==> src/rtl/matriz_pkg.sv <==
// Shared constants and helpers for the parametrised LED-matrix puzzle core.
package matriz_pkg;

  localparam int unsigned DEF_ROWS  = 8;
  localparam int unsigned DEF_COLS  = 8;
  localparam int unsigned DEF_BTNS  = 8;
  localparam int unsigned DEF_ROW_W = $clog2(DEF_ROWS);
  localparam int unsigned DEF_MASK_W = DEF_BTNS * DEF_ROWS * DEF_COLS;

  // Button k owns the 3x3 tile at tile-row k/3, tile-col k%3 (edge tiles clipped).
  function automatic logic [DEF_MASK_W-1:0] def_masks();
    logic [DEF_MASK_W-1:0] m;
    m = '0;
    for (int k = 0; k < int'(DEF_BTNS); k++)
      for (int r = 0; r < int'(DEF_ROWS); r++)
        for (int c = 0; c < int'(DEF_COLS); c++)
          if ((r / 3 == k / 3) && (c / 3 == k % 3))
            m[k*int'(DEF_ROWS*DEF_COLS) + r*int'(DEF_COLS) + c] = 1'b1;
    return m;
  endfunction

  localparam logic [DEF_MASK_W-1:0] DEF_BTN_MASKS = def_masks();

  // Rows that must be lit to clear a level: min(rows, 2*lvl+1).
  function automatic int unsigned win_rows(input int unsigned rows, input int unsigned lvl);
    int unsigned req;
    req = 2 * lvl + 1;
    return (req < rows) ? req : rows;
  endfunction

endpackage

==> src/rtl/matriz_leds_scan_detector_borda.sv <==
// Per-button 2-FF synchroniser with rising-edge pulse, blind to levels held through reset.
module detector_borda (
  input  logic clk,
  input  logic rst,
  input  logic botao,
  output logic pulso_c
);

  logic sync1, sync2, prev, armed;
  logic [1:0] fill;

  // armed only goes high once the sync chain carries real samples showing the button low
  always_ff @(posedge clk or posedge rst) begin
    if (rst) begin
      sync1 <= 1'b0;
      sync2 <= 1'b0;
      prev  <= 1'b0;
      armed <= 1'b0;
      fill  <= 2'b00;
    end else begin
      sync1 <= botao;
      sync2 <= sync1;
      prev  <= sync2;
      fill  <= {fill[0], 1'b1};
      armed <= armed | (fill[1] & ~sync2);
    end
  end

  assign pulso_c = sync2 & ~prev & armed;

endmodule

==> src/rtl/matriz_leds_scan.sv <==
// LED-matrix puzzle core: press-driven region toggles, move count, win lock and row scan.
module matriz_leds_scan
  import matriz_pkg::*;
#(
  parameter int unsigned ROWS     = 8,
  parameter int unsigned COLS     = 8,
  parameter int unsigned NUM_BTNS = 8,
  parameter int unsigned SCAN_DIV = 1,
  parameter int unsigned MOV_W    = 8,
  parameter int unsigned LVL_W    = 3,
  parameter logic [NUM_BTNS*ROWS*COLS-1:0] BTN_MASKS = DEF_BTN_MASKS
) (
  input  logic                     clk,
  input  logic                     rst,
  input  logic [NUM_BTNS-1:0]      botoes,
  input  logic [LVL_W-1:0]         nivel,
  input  logic                     limpar,
  output logic [COLS-1:0]          colunas,
  output logic [$clog2(ROWS)-1:0]  linhas,
  output logic                     nivel_concluido,
  output logic [MOV_W-1:0]         jogadas,
  output logic [$clog2(ROWS)-1:0]  db_linha
);

  localparam int unsigned ROW_W = $clog2(ROWS);
  localparam int unsigned CELLS = ROWS * COLS;
  localparam int unsigned PRE_W = (SCAN_DIV > 1) ? $clog2(SCAN_DIV) : 1;

  logic [ROWS-1:0][COLS-1:0] estado;
  logic [ROWS-1:0][COLS-1:0] mask_sel;
  logic [NUM_BTNS-1:0]       pulso;
  logic                      sel_valid;
  logic                      aceita;
  logic                      concluido_c;
  logic [PRE_W-1:0]          presc;

  for (genvar k = 0; k < NUM_BTNS; k++) begin : g_det
    detector_borda u_det (
      .clk     (clk),
      .rst     (rst),
      .botao   (botoes[k]),
      .pulso_c (pulso[k])
    );
  end

  // Lowest-index pulse wins; the loop runs high to low so the last hit is the lowest.
  always_comb begin
    mask_sel  = '0;
    sel_valid = 1'b0;
    for (int k = int'(NUM_BTNS) - 1; k >= 0; k--) begin
      if (pulso[k]) begin
        mask_sel  = BTN_MASKS[k*int'(CELLS) +: CELLS];
        sel_valid = 1'b1;
      end
    end
  end

  assign aceita = sel_valid & ~nivel_concluido & ~limpar;

  always_ff @(posedge clk or posedge rst) begin
    if (rst) begin
      estado  <= '0;
      jogadas <= '0;
    end else if (limpar) begin
      estado  <= '0;
      jogadas <= '0;
    end else if (aceita) begin
      estado <= estado ^ mask_sel;
      if (jogadas != {MOV_W{1'b1}})
        jogadas <= jogadas + MOV_W'(1);
    end
  end

  // Required leading rows all lit; remaining rows are don't-care.
  always_comb begin
    concluido_c = 1'b1;
    for (int unsigned r = 0; r < ROWS; r++) begin
      if ((r < win_rows(ROWS, 32'(nivel))) && (estado[r] != {COLS{1'b1}}))
        concluido_c = 1'b0;
    end
  end

  always_ff @(posedge clk or posedge rst) begin
    if (rst) nivel_concluido <= 1'b0;
    else     nivel_concluido <= concluido_c;
  end

  // Row scan: prescaler wrap advances the row, which wraps after ROWS-1.
  always_ff @(posedge clk or posedge rst) begin
    if (rst) begin
      presc  <= '0;
      linhas <= '0;
    end else if (presc == PRE_W'(SCAN_DIV - 1)) begin
      presc  <= '0;
      linhas <= (linhas == ROW_W'(ROWS - 1)) ? '0 : linhas + ROW_W'(1);
    end else begin
      presc <= presc + PRE_W'(1);
    end
  end

  always_comb begin
    colunas = '0;
    for (int unsigned r = 0; r < ROWS; r++)
      if (linhas == ROW_W'(r)) colunas = estado[r];
  end

  assign db_linha = linhas;

endmodule
==> config.mk <==
export PLATFORM = sky130hd
export DESIGN_NAME = matriz_leds_scan
export DESIGN_NICKNAME = d
export VERILOG_FILES = /design/src/rtl/matriz_pkg.sv /design/src/rtl/matriz_leds_scan_detector_borda.sv /design/src/rtl/matriz_leds_scan.sv
export SDC_FILE = /design/constraint.sdc
export NUM_CORES = 1
export LEC_CHECK = 0
export ABC_AREA = 1
export CAP_MARGIN = 20
export CELL_PAD_IN_SITES_DETAIL_PLACEMENT = 1
export CELL_PAD_IN_SITES_GLOBAL_PLACEMENT = 1
export CORE_MARGIN = 3
export CORE_UTILIZATION = 44
export CTS_CLUSTER_SIZE = 12
export DETAILED_ROUTE_END_ITERATION = 12
export GPL_TIMING_DRIVEN = 0
export PLACE_DENSITY = 0.77
export SLEW_MARGIN = 20
export SYNTH_ARGS = -nofsm -noshare
export SYNTH_HDL_FRONTEND = slang
export SYNTH_SLANG_ARGS = --single-unit
==> constraint.sdc <==
create_clock -name clk -period 4.1 [get_ports clk]
set_input_delay 0.82 -clock clk [delete_from_list [all_inputs] [get_ports clk]]
set_output_delay 0.82 -clock clk [all_outputs]
set_load 0.1 [all_outputs]
Word-level counts from Yosys, hierarchy flattened:

Index checks and enable logic that the tools add are counted.

* register bits: 125
* output and inout bits: 23
* logic and storage cells: 186

* add/sub/neg operators: 4
* order comparisons: 9
* eq/ne operators: 16
* mux-type cells: 40
* bitwise logic cells: 53
* reductions and logical operators: 12

Operators by type and width (count)
* $mux W64: 9
* $lt A3 B32 Y1 const A: 3
* $mux W8: 11
* $ne A8 B8 Y1 const B: 9
* $lt A1 B32 Y1 const A: 2
* $lt A2 B32 Y1 const A: 2
* $xor A64 B64 Y64: 1
* $mux W62: 1
* $and A1 B1 Y1: 26
* $not A1 Y1: 18
* $mux W1: 17
* $eq A3 B3 Y1 const B: 4
* $add A8 B1 Y8 const B: 1
* $logic_and A1 B1 Y1: 8
* $or A1 B1 Y1: 8
* $eq A3 B2 Y1 const B: 2
* $add A4 B1 Y5 const B: 1
* $lt A3 B5 Y1 const A: 1
* $lt A5 B4 Y1 const B: 1
* $mux W5: 1
* $reduce_bool A2 Y1: 2
* $add A3 B1 Y3 const B: 1
* $eq A3 B1 Y1 const B: 1
* $logic_not A3 Y1: 1
* 3 further kinds: 3

Logic depth before layout (Yosys ltp):

Gate-level depths: netlist (run 1).

* word-level depth: 15
* depth in mapped cells: 12

Modules after synthesis:

From an unflattened synthesis (run 1), not the netlist that was laid out.

* cell total of the unflattened synthesis: 666
* area total of the unflattened synthesis: 5532.8 um^2

Modules (own cells, without submodules)
* matriz_leds_scan: times used 1, cells each 554, area each 4071.4 um^2
* detector_borda: times used 8, cells each 14, area each 182.7 um^2

Least setup slack after synthesis (run 1):

Ideal clock, no wire load.

* path type: flip-flop to output port
* start point: register linhas[2], in the netlist db_linha[2]
* end point: output port colunas[5]
* arrival time: 3583 ps
* setup slack: -303 ps
* cell stages (with the launch flop): 11
* path buffers: 1
* cell sequence: dfrtp_1 -> inv_1 -> ha_1 -> inv_1 -> clkbuf_1 -> nand3_1 -> nand2_1 -> nand2_1 -> nand2_1 -> nand2_1 -> a21oi_1

* word-level cells in the longest chain between the ends: 9

Ends and longest elaborated chain
* start, declared: RTL line matriz_leds_scan.sv:19 `output logic [$clog2(ROWS)-1:0] linhas,`
* start signal, assigned: RTL line matriz_leds_scan.sv:95 `linhas <= (linhas == ROW_W'(ROWS - 1)) ? '0 : linhas + ROW_W'(1);`
* $logic_not A3 Y1: RTL line matriz_leds_scan.sv:104 `if (linhas == ROW_W'(r)) colunas = estado[r];`
* $mux W8 (7 in a row): RTL line matriz_leds_scan.sv:104
* $mux W8 (*): RTL line matriz_leds_scan.sv:104
* end, declared: RTL line matriz_leds_scan.sv:18 `output logic [COLS-1:0] colunas,`

Every way passes the cells marked *; elsewhere a longest branch is shown, timed or not.

Worst setup path after layout (run 1):

* start point: register linhas[1], in the netlist db_linha[1]
* end point: output port colunas[4]

Same word-level chain as after synthesis.

==> results of run 1 <==
## registers in the layout, summed over array words and instances (netlist names)
register	flops
db_linha	3
g_det.u_det.prev	8
g_det.u_det.sync1	8
nivel_concluido	1
g_det.u_det.fill	2
g_det.u_det.armed	8
jogadas	8
estado	60
g_det.u_det.sync2	8
## worst paths after layout
path | from | endpoint | slack, ns | cells past startpoint
min in group asynchronous | rst | g_det[7].u_det.sync1 | 0.89 | 2
max in group asynchronous | rst | jogadas[5] | 2.56 | 3
worst max register to register | g_det[6].u_det.sync2 | estado[50] | 1.99 | 8
worst min register to register | g_det[1].u_det.sync1 | g_det[1].u_det.sync2 | 0.35 | 0
worst min-delay path | g_det[1].u_det.sync1 | g_det[1].u_det.sync2 | 0.35 | 0
worst max-delay path | db_linha[1] | colunas[4] | 0.22 | 13
## per-stage QoR
stage | power, mW | hold slack, ns
after floorplan | 1.38 | 0.331
after global placement | 1.47 | 0.334
after detailed placement | 1.49 | 0.336
after CTS | 2.38 | 0.355
after global routing | 2.48 | 0.359
final | 2.35 | 0.351
## final cells by class
class                   instances  share of cell area (%)
flip-flops and latches        106                    42.3
multi-input cells             458                    35.6
inverters                     108                    6.54
repair buffers                 36                    5.82
clock buffers                  10                    3.81
well taps                     143                    2.85
plain buffers                  28                    2.19
clock inverters                 6                   0.957
## worst register-to-register path: cells and delay by family, from the launching register on
kind / cells / cell delay (ns)
simple gates: 5 / 0.57
compound gates: 2 / 0.55
buf+inv: 1 / 0.45
flops: 1 / 0.39
## power by group through the flow
| stage | sequential [mW] | combinational [mW] | clock (mW) |
|---|---|---|---|
| after floorplan | 1.17 | 0.216 | 0 |
| after global placement | 1.15 | 0.323 | 0 |
| after detailed placement | 1.15 | 0.340 | 0 |
| after CTS | 1.13 | 0.341 | 0.913 |
| after global routing | 1.14 | 0.374 | 0.966 |
| final | 1.13 | 0.334 | 0.884 |
## metal layers
layer / up-vias / track usage, %
li1: 2317 / -
met1: 2349 / 28.7
met2: 72 / 40.2
met3: 20 / 5.13
met4: 0 / 7.80
met5: - / 0
## synth_stat cells
cell type and number:
xor2_1 5, nand3b_1 1, buf_4 3, ha_1 7
o21a_1 10, buf_6 2, nand4_1 39, a21oi_1 25
inv_1 108, xnor2_1 1, nor2_2 2, nor3_1 2
nand2_1 164, buf_2 5, nor2_4 2, nand3_1 45
o211ai_1 2, o21bai_1 7, o21ai_0 45, dfrtp_1 106
nor2_1 86, nand2_2 3, a21oi_4 1, nor4_1 8
clkbuf_1 16, nor3_2 1, buf_1 2, o21ai_2 1
conb_1 1
## kinds of logic after synthesis
logic type / synth area share, %
other: 0.0695
xor gates and xnor gates: 0.974
adders and majority gates: 1.62
buffers and inverters: 10.1
and+or+nand+nor: 28.5
DFF: 49.2
AOI/OAI and AO/OA: 9.60
==> Implementation_results.wiki, run 1 <==
{| class="wikitable"
! Metric !! Value
|-
| H-tree level count || 3
|-
| Final setup violating endpoints || 0
|-
| Critical path required time || 3.28 ns
|-
| CTS hold repair buffers || 0
|-
| Synth Cell Area || 0.00540 mm^2
|-
| Fillcell total || 1490
|-
| X dimension of the die || 117 um
|-
| Maximum Capacitance Violations || 0
|-
| Slew at the pin closest to its max-slew limit || 0.983 ns
|-
| Logic gate share of total power || 14.2%
|-
| Multi-input gate area || 0.00223 mm^2
|-
| Placed Area || 0.00599 mm^2
|-
| Part of the cycle the worst path needs || 94.6%
|-
| Final cell count without fillers || 895
|-
| Sequential power share || 48.1%
|-
| Highest routing layer actually used || met4
|-
| Post-detailed-route count of antenna-violating nets || 0
|-
| Fin. max-slew vios || 0
|-
| Wl on met1 || 6.38 mm
|-
| Post-DR wirelength/cell || 16.3 um
|-
| Routed length on met3 || 501 um
|-
| Post-synthesis sequential area ratio || 49.2%
|-
| DRC || 0
|-
| Vias in the first global route || 5112
|-
| Cts bufs inserted || 9
|-
| Number of sinks on the clock net || 106
|-
| Yosys top cell area share || 49.2%
|-
| Finished Cell Area || 0.00627 mm^2
|-
| Library cell used as clock root buffer || clkbuf_16
|-
| Io pins || 37
|-
| Number of antenna cells inserted || 0
|-
| Commonest non-fill, non-tap cells in the layout || nand2_1, inv_1, dfrtp_1
|-
| Total routed wirelength || 14.6 mm
|-
| Largest cells by area after synthesis || dfrtp_1, nand2_1, inv_1
|-
| Floorplan die area || 0.0136 mm^2
|-
| DR vias || 4758
|-
| Kind of critical path || flip-flop to output port
|-
| Class of the worst hold path || flip-flop to flip-flop
|-
| Instance count of the mapped netlist || 700
|-
| Crit path DAT || 3.06 ns
|-
| Yosys warns || 0
|-
| Number of standard-cell rows in the floorplan || 39
|-
| Maximum buffer depth of the clock tree || 2
|-
| Initial antenna violation count || 0
|-
| Sum Neg Setup Slack || 0 ns
|-
| Chip Height || 117 um
|-
| Register area || 0.00265 mm^2
|-
| Cell accounting for the most synthesized area || dfrtp_1
|-
| Sw Ratio || 30.4%
|-
| Status || complete, no violations
|-
| Worst path most repeated cell || nand2_1
|-
| Grt total ovfl || 0
|-
| Count of unique library cells instantiated by Yosys || 29
|-
| Min Tclk post-route || 3.88 ns
|-
| Area growth, synth to finish || 16.3%
|-
| CP endpoint kind || output port
|-
| Fin worst setup slack || 0.222 ns
|-
| Net Count, Synth || 721
|-
| Final number of hold-violating endpoints || 0
|-
| Total instance count after detailed placement || 879
|-
| Total Nets Final || 768
|-
| Pre-Repair DR Iteration Count || 4
|-
| Post-cts sizing count || 22
|-
| Worst skew pair latency || 0.36 ns
|-
| Family with the most delay on the worst path || simple AND/OR/NAND/NOR gates
|-
| Most frequent standard cell in the layout excluding fill and tap cells || nand2_1
|-
| Half-perimeter wire length after detailed placement || 10.8 mm
|-
| Buffers and inverters on the worst path || 3
|-
| Share of power burned in the clock network || 37.7%
|-
| Final standard cell utilization of the core || 53.6%
|-
| Placer Congestion || 0.878
|-
| Pin count of the biggest net entering global routing || 57
|-
| DRC violation total after the first TritonRoute iteration || 278
|-
| Starting Density || 46.1%
|-
| DP Worst Slack || -0.0183 ns
|-
| Worst vdd rail ir drop || 0.000271 V
|-
| Post-DR vias/cell || 5.32
|-
| Critical path, cell by cell || inv_1 > ha_1 > inv_1 > nor2_1 > nand2_1 > nand3_1 > nand2_1 > nand2_1 > nand2_1 > nand2_1 > nand2_1 > a21oi_2 > clkdlybuf4s18_2
|-
| Met2 wire length || 7.49 mm
|-
| RSZ-0062 raised after global routing || no
|-
| Highest achievable clock rate || 258 MHz
|-
| Yosys reg bits || 106
|-
| Cell with the biggest individual delay on the critical path || clkdlybuf4s18_2
|-
| Placeable core region || 0.0117 mm^2
|-
| Aggregate global-route resource usage || 23.2%
|-
| Slew headroom || 34.3%
|-
| Largest driver fanout on the critical path || 8
|-
| Switch Pwr || 0.714 mW
|-
| Final worst clock skew || 0.00839 ns
|-
| TritonCTS clock tree || built
|-
| Element type at the critical path start || flip-flop
|-
| Global-route wire length before repair || 24.7 mm
|-
| Internal power consumption || 1.63 mW
|-
| Synthesized area per cell || 7.71 um^2
|-
| Max incr delay on CP || 0.56 ns
|-
| Total power density per cell area || 374 mW/mm^2
|-
| Count of input and output buffers || 35
|-
| Buffer count from post-CTS setup fixing || 0
|-
| Clock transition at the registers of the reported paths || 0.08 ns
|-
| Leakage power || 3.11 nW
|-
| Fraction of layout instances using a drive strength above 1 || 7.18%
|}
Power figures use the tool's default switching activity.
==> run 2: changes to the inputs <==
--- a/config.mk
+++ b/config.mk
@@ -9,12 +9,13 @@
 export CAP_MARGIN = 20
 export CELL_PAD_IN_SITES_DETAIL_PLACEMENT = 1
 export CELL_PAD_IN_SITES_GLOBAL_PLACEMENT = 1
+export CORE_ASPECT_RATIO = 0.8
 export CORE_MARGIN = 3
-export CORE_UTILIZATION = 44
+export CORE_UTILIZATION = 47
 export CTS_CLUSTER_SIZE = 12
 export DETAILED_ROUTE_END_ITERATION = 12
 export GPL_TIMING_DRIVEN = 0
-export PLACE_DENSITY = 0.77
+export PLACE_DENSITY = 0.82
 export SLEW_MARGIN = 20
 export SYNTH_ARGS = -nofsm -noshare
 export SYNTH_HDL_FRONTEND = slang
==> constraint.sdc (replaced) <==
create_clock -name clk -period 4.81 [get_ports clk]
set_input_delay 0.962 -clock clk [delete_from_list [all_inputs] [get_ports clk]]
set_output_delay 0.962 -clock clk [all_outputs]
set_load 0.1 [all_outputs]
==> run 2 against run 1 <==
Clock-buffer cell count fell by 1. Utilization rose by 3.6 points. Sequential cell count did not move. Setup slack improved by 0.099 ns. Critical path depth fell by 2. Total power fell by 13%. Worst hold slack improved by 0.0038 ns. Critical endpoint is now colunas[7]. Highest routed layer unchanged.
==> Implementation_results.wiki, run 2 (synthesis results as in run 1) <==
{| class="wikitable"
! Metric !! Value
|-
| Cts bufs inserted || 9 (unchanged)
|-
| Maximum Capacitance Violations || 0 (unchanged)
|-
| Placer Congestion || 0.842 (-4.1%)
|-
| DP Worst Slack || 0.640 ns (+0.658 ns)
|-
| Clock transition at the registers of the reported paths || 0.08 ns (about the same)
|-
| Fin. max-slew vios || 0 (unchanged)
|-
| Global-route wire length before repair || 25.6 mm (+3.6%)
|-
| Leakage power || 3.22 nW (+3.6%)
|-
| DRC || 0 (unchanged)
|-
| Crit path DAT || 3.53 ns (+0.47 ns)
|-
| Grt total ovfl || 0 (unchanged)
|-
| Pre-Repair DR Iteration Count || 5 (+1)
|-
| H-tree level count || 3 (unchanged)
|-
| Count of input and output buffers || 35 (unchanged)
|-
| Class of the worst hold path || flip-flop to flip-flop
|-
| Starting Density || 49.0% (+2.9 points)
|-
| Total Nets Final || 768 (unchanged)
|-
| Register with the most flip-flops || estado
|-
| TritonCTS clock tree || built
|-
| Pin count of the biggest net entering global routing || 64 (+12%)
|-
| Slew headroom || 33.5% (-0.76 points)
|-
| Post-cts sizing count || 0 (-100%)
|-
| Chip Height || 102 um (-13%)
|-
| Placeable core region || 0.0110 mm^2 (-5.9%)
|-
| Io pins || 37 (unchanged)
|-
| Cell with the biggest individual delay on the critical path || clkdlybuf4s50_1
|-
| Post-DR wirelength/cell || 16.9 um (+3.4%)
|-
| Max incr delay on CP || 1.15 ns (+0.59 ns)
|-
| Fraction of layout instances using a drive strength above 1 || 5.05% (-2.1 points)
|-
| Post-detailed-route count of antenna-violating nets || 0 (unchanged)
|-
| X dimension of the die || 126 um (+7.8%)
|-
| RSZ-0062 raised after global routing || no
|-
| Critical path, cell by cell || inv_1 > ha_1 > inv_1 > nor2_1 > nand2_1 > nand3_1 > o21ai_0 > nand2_1 > o211ai_1 > a21oi_1 > clkdlybuf4s50_1
|-
| Fillcell total || 1400 (-6.0%)
|-
| Post-DR vias/cell || 5.41 (+1.7%)
|-
| Vias in the first global route || 5161 (+0.96%)
|-
| Fin worst setup slack || 0.320 ns (+0.0989 ns)
|-
| Max FFs per register || 60 (unchanged)
|-
| CP endpoint kind || output port
|-
| Final setup violating endpoints || 0 (unchanged)
|-
| Aggregate global-route resource usage || 25.2% (+2.0 points)
|-
| Number of sinks on the clock net || 106 (unchanged)
|-
| Total routed wirelength || 15.2 mm (+3.6%)
|-
| Kind of critical path || flip-flop to output port
|-
| Worst skew pair latency || 0.35 ns (about the same)
|-
| Worst vdd rail ir drop || 0.000161 V (-41%)
|-
| Critical path required time || 3.85 ns (+0.57 ns)
|-
| Initial antenna violation count || 0 (unchanged)
|-
| Maximum buffer depth of the clock tree || 2 (unchanged)
|-
| Area growth, synth to finish || 16.6%
|-
| DR vias || 4846 (+1.8%)
|-
| Family with the most delay on the worst path || buffers and inverters
|-
| Min Tclk post-route || 4.49 ns
|-
| Power consumption || 2.03 mW (-13%)
|-
| Total power density per cell area || 323 mW/mm^2 (-14%)
|-
| Number of antenna cells inserted || 0 (unchanged)
|-
| Status || complete, no violations
|-
| CTS hold repair buffers || 0 (unchanged)
|-
| Total instance count after detailed placement || 880 (+0.11%)
|-
| Slew at the pin closest to its max-slew limit || 0.994 ns (+0.0113 ns)
|-
| Library cell used as clock root buffer || clkbuf_16
|-
| Element type at the critical path start || flip-flop
|-
| Final-layout worst hold slack || 0.355 ns (+0.00383 ns)
|-
| Commonest non-fill, non-tap cells in the layout || nand2_1, inv_1, dfrtp_1
|-
| Buffers and inverters on the worst path || 3 (unchanged)
|-
| Multi-input gate area || 0.00220 mm^2 (-1.3%)
|-
| Most frequent standard cell in the layout excluding fill and tap cells || nand2_1
|-
| Final worst clock skew || 0.00678 ns (-0.00161 ns)
|-
| Half-perimeter wire length after detailed placement || 10.9 mm (+1.4%)
|-
| Part of the cycle the worst path needs || 93.3%
|-
| Final number of hold-violating endpoints || 0 (unchanged)
|-
| Register area || 0.00265 mm^2 (unchanged)
|-
| Floorplan die area || 0.0128 mm^2 (-6.0%)
|-
| Final cell count without fillers || 896 (+0.11%)
|-
| DRC violation total after the first TritonRoute iteration || 250 (-10%)
|-
| Number of standard-cell rows in the floorplan || 34 (-13%)
|-
| Highest achievable clock rate || 223 MHz
|-
| Largest driver fanout on the critical path || 8 (unchanged)
|-
| Buffer count from post-CTS setup fixing || 0 (unchanged)
|}
## run 2: cell count changes in the layout (fill, tap and decap cells not counted), sizes merged, moves of 2 or more
cell,delta
clkbuf,-3
clkdlybuf4s15,-2
clkdlybuf4s18,-3
clkinv,+2
dlymetal6s2s,+7
inv,-2
## run 2: cell type report
type                            count  share of cell area (%)
Clock buffer                        9                    3.58
Tap cell                          144                    2.86
Timing Repair Buffer               36                    6.28
Clock inverter                      7                    1.47
Sequential cell                   106                    42.1
Buffer                             28                    2.19
Inverter                          108                    6.52
Multi-Input combinational cell    458                    35.0
## run 2: through the flow
step | TNS (ns) | instance area [um^2] | utilization [%]
6_report | 0 | 6290 | 57.1
2_1_floorplan | 0 | 5400 | -
3_5_place_dp | 0 | 5960 | 54.1
4_1_cts | 0 | 6280 | 57.0
3_3_place_gp | -59.00 | 5930 | 53.8
5_1_grt | 0 | 6290 | 57.1
## run 2: metal layers
| metal | vias up | GRT usage [%] | share of wire (%) |
|---|---|---|---|
| met1 | 2421 | 33.7 | 48 |
| met2 | 80 | 42.1 | 47 |
| met3 | 20 | 5.17 | 3.6 |
| met5 | - | 0 | 0 |
| li1 | 2325 | - | - |
| met4 | 0 | 7.83 | 1.7 |
## run 2: path summary, 6_finish.rpt
check	startpoint	end	slack [ns]	depth (start not counted)
setup / recovery	db_linha[1]	colunas[7]	0.32	11
hold / removal	g_det[7].u_det.fill[0]	g_det[0].u_det.fill[1]	0.35	0
setup reg to reg	g_det[0].u_det.sync2	estado[41]	2.72	8
hold reg to reg	g_det[7].u_det.fill[0]	g_det[0].u_det.fill[1]	0.35	0
max in group asynchronous	rst	estado[42]	3.13	3
min in group asynchronous	rst	g_det[2].u_det.sync2	1.01	2
## run 2: worst register-to-register path: cells and delay by family, from the launching register on
kind	cells	cell delay [ns]
buffers and inverters	2	0.54
and+or+nand+nor	5	0.92
AOI/OAI and AO/OA	1	0.14
DFF	1	0.40
## run 2: power breakdown
part	total, mW	switching, mW	internal [mW]
sequential	0.963	0.0292	0.934
clock	0.782	0.363	0.419
combinational	0.288	0.212	0.0760
total	2.03	0.605	1.43
==> run 3: changes to the inputs <==
--- a/config.mk
+++ b/config.mk
@@ -10,12 +10,13 @@
 export CELL_PAD_IN_SITES_DETAIL_PLACEMENT = 1
 export CELL_PAD_IN_SITES_GLOBAL_PLACEMENT = 1
 export CORE_ASPECT_RATIO = 0.8
-export CORE_MARGIN = 3
-export CORE_UTILIZATION = 47
+export CORE_MARGIN = 4
+export CORE_UTILIZATION = 49
+export CTS_BUF_LIST = sky130_fd_sc_hd__clkbuf_4 sky130_fd_sc_hd__clkbuf_8
 export CTS_CLUSTER_SIZE = 12
 export DETAILED_ROUTE_END_ITERATION = 12
 export GPL_TIMING_DRIVEN = 0
-export PLACE_DENSITY = 0.82
+export PLACE_DENSITY = 0.85
 export SLEW_MARGIN = 20
 export SYNTH_ARGS = -nofsm -noshare
 export SYNTH_HDL_FRONTEND = slang
==> run 3 against run 2 <==
Clock power decreased by 28%. Clock-buffer cell count unchanged. Non-clock buffer count unchanged. Total power decreased by 11%. Final cell count decreased by 0.45%. Sequential share of layout area increased by 0.80 points.
==> Implementation_results.wiki, run 3 (synthesis results as in run 1) <==
{| class="wikitable"
! Metric !! Value
|-
| Finished Cell Area || 0.00618 mm^2 (-1.9%)
|-
| Class of the worst hold path || flip-flop to flip-flop
|-
| Grt total ovfl || 0 (unchanged)
|-
| Total Nets Final || 768 (unchanged)
|-
| Max FFs per register || 60 (unchanged)
|-
| Crit path DAT || 3.33 ns (-0.20 ns)
|-
| Highest achievable clock rate || 233 MHz (+4.6%)
|-
| Starting Density || 51.5% (+2.5 points)
|-
| Sequential power share || 53.0% (+5.6 points)
|-
| Total instance count after detailed placement || 876 (-0.45%)
|-
| Power consumption || 1.82 mW (-11%)
|-
| Chip Height || 102 um (about the same)
|-
| Final standard cell utilization of the core || 58.9% (+1.8 points)
|-
| Internal power consumption || 1.22 mW (-15%)
|-
| DR vias || 4933 (+1.8%)
|-
| Aggregate global-route resource usage || 26.1% (+0.88 points)
|-
| Post-detailed-route count of antenna-violating nets || 0 (unchanged)
|-
| CTS hold repair buffers || 0 (unchanged)
|-
| Count of input and output buffers || 35 (unchanged)
|-
| Clock transition at the registers of the reported paths || 0.11 ns (+0.03 ns)
|-
| Final setup violating endpoints || 0 (unchanged)
|-
| Global-route wire length before repair || 26.6 mm (+3.7%)
|-
| Number of standard-cell rows in the floorplan || 33 (-2.9%)
|-
| Number of antenna cells inserted || 0 (unchanged)
|-
| Pre-Repair DR Iteration Count || 6 (+1)
|-
| Slew headroom || 35.2% (+1.7 points)
|-
| DRC violation total after the first TritonRoute iteration || 375 (+50%)
|-
| Final number of hold-violating endpoints || 0 (unchanged)
|-
| Fraction of layout instances using a drive strength above 1 || 5.05% (unchanged)
|-
| Kind of critical path || flip-flop to output port
|-
| H-tree level count || 3 (unchanged)
|-
| TritonCTS clock tree || built
|-
| X dimension of the die || 125 um (-0.37%)
|-
| Element type at the critical path start || flip-flop
|-
| Total power density per cell area || 294 mW/mm^2 (-8.9%)
|-
| Cts bufs inserted || 9 (unchanged)
|-
| Pin count of the biggest net entering global routing || 77 (+20%)
|-
| RSZ-0062 raised after global routing || no
|-
| Placeable core region || 0.0105 mm^2 (-4.8%)
|-
| Status || complete, no violations
|-
| Total routed wirelength || 15.6 mm (+3.2%)
|-
| Worst vdd rail ir drop || 0.000154 V (-4.3%)
|-
| Post-DR wirelength/cell || 17.5 um (+3.7%)
|-
| Initial antenna violation count || 0 (unchanged)
|-
| Maximum buffer depth of the clock tree || 2 (unchanged)
|-
| Commonest non-fill, non-tap cells in the layout || nand2_1, inv_1, dfrtp_1
|-
| Number of sinks on the clock net || 106 (unchanged)
|-
| Logic gate share of total power || 16.0% (+1.8 points)
|-
| CP endpoint kind || output port
|-
| Vias in the first global route || 5226 (+1.3%)
|-
| Library cell used as clock root buffer || clkbuf_8
|-
| Final worst clock skew || 0.0117 ns (+0.00493 ns)
|-
| Fin. max-slew vios || 0 (unchanged)
|-
| Floorplan die area || 0.0128 mm^2 (-0.35%)
|-
| Sw Ratio || 33.0% (+3.2 points)
|-
| Register with the most flip-flops || estado
|-
| Post-DR vias/cell || 5.53 (+2.3%)
|-
| Half-perimeter wire length after detailed placement || 11.4 mm (+4.2%)
|-
| Min Tclk post-route || 4.29 ns (-0.196 ns)
|-
| Placer Congestion || 0.857 (+1.8%)
|-
| Worst skew pair latency || 0.39 ns (+0.04 ns)
|-
| Critical path required time || 3.85 ns (about the same)
|-
| Final cell count without fillers || 892 (-0.45%)
|-
| Largest driver fanout on the critical path || 8 (unchanged)
|-
| Placed Area || 0.00595 mm^2 (about the same)
|-
| Switch Pwr || 0.600 mW (-0.87%)
|-
| Maximum Capacitance Violations || 0 (unchanged)
|-
| Slew at the pin closest to its max-slew limit || 0.969 ns (-0.0251 ns)
|-
| Part of the cycle the worst path needs || 89.3% (-4.1 points)
|-
| Most frequent standard cell in the layout excluding fill and tap cells || nand2_1
|-
| Share of power burned in the clock network || 31.0% (-7.5 points)
|-
| Leakage power || 3.18 nW (-1.1%)
|-
| Area growth, synth to finish || 14.5%
|-
| Io pins || 37 (unchanged)
|-
| DRC || 0 (unchanged)
|}
run 3: stage by stage:
stage / hold slack (ns) / setup slack [ns] / setup TNS, ns
2_1_floorplan: 0.331 / 0.265 / 0
3_3_place_gp: 0.334 / -0.536 / -55.85
3_5_place_dp: 0.339 / 0.582 / 0
4_1_cts: 0.365 / 0.120 / 0
5_1_grt: 0.369 / 0.215 / 0
6_report: 0.363 / 0.516 / 0
run 3: what timing repair did:
item | 4_1_cts | 5_1_grt
setup buffers | 0 | 0
gates resized for setup | 0 | 8
setup endpoints to repair | 0 | 8
run 3: final timing paths:
path | startpoint | endpoint | slack (ns) | depth (start not counted)
worst max register to register | g_det[6].u_det.sync2 | estado[53] | 2.62 | 8
max in group asynchronous | rst | estado[16] | 3.22 | 3
worst min-delay path | g_det[7].u_det.sync1 | g_det[7].u_det.sync2 | 0.36 | 0
worst min register to register | g_det[7].u_det.sync1 | g_det[7].u_det.sync2 | 0.36 | 0
min in group asynchronous | rst | g_det[2].u_det.sync1 | 0.90 | 2
worst max-delay path | db_linha[1] | colunas[4] | 0.52 | 13
run 3: final cells by class:
cell class,count,area (um^2)
plain buffers,28,138
multi-input cells,458,2200
fillers,1320,4310
inverters,108,410
clock inverters,7,78.8
repair buffers,36,398
flip-flops and latches,106,2650
well taps,140,175
clock buffers,9,124
run 3: worst max-delay path, cell delays in order (launching register included):
cell and delay [ns]:
dfrtp_1 0.48, inv_1 0.14, ha_1 0.26, inv_1 0.18, nor2_1 0.40, nand2_1 0.09
nand3_1 0.11, nand2_1 0.07, nand2_1 0.06, nand2_1 0.04, nand2_1 0.05, nand2_1 0.09
a21oi_1 0.17, dlymetal6s2s_1 0.77
run 3: per-layer routing:
metal  vias to the layer above  wire length [um]  global-route usage [%]
met5                         -                 0                       0
met4                         0               350                    9.00
met3                        37               644                    4.60
met2                       126              7400                    43.9
met1                      2453              7250                    34.7
li1                       2317                 -                       -
run 3: power by group through the flow:
stage	sequential (mW)	combinational (mW)	clock, mW
CTS	0.963	0.292	0.576
floorplan	0.994	0.182	0
finish	0.963	0.291	0.564
global route	0.969	0.322	0.618
detailed placement	0.980	0.289	0
global placement	0.977	0.273	0
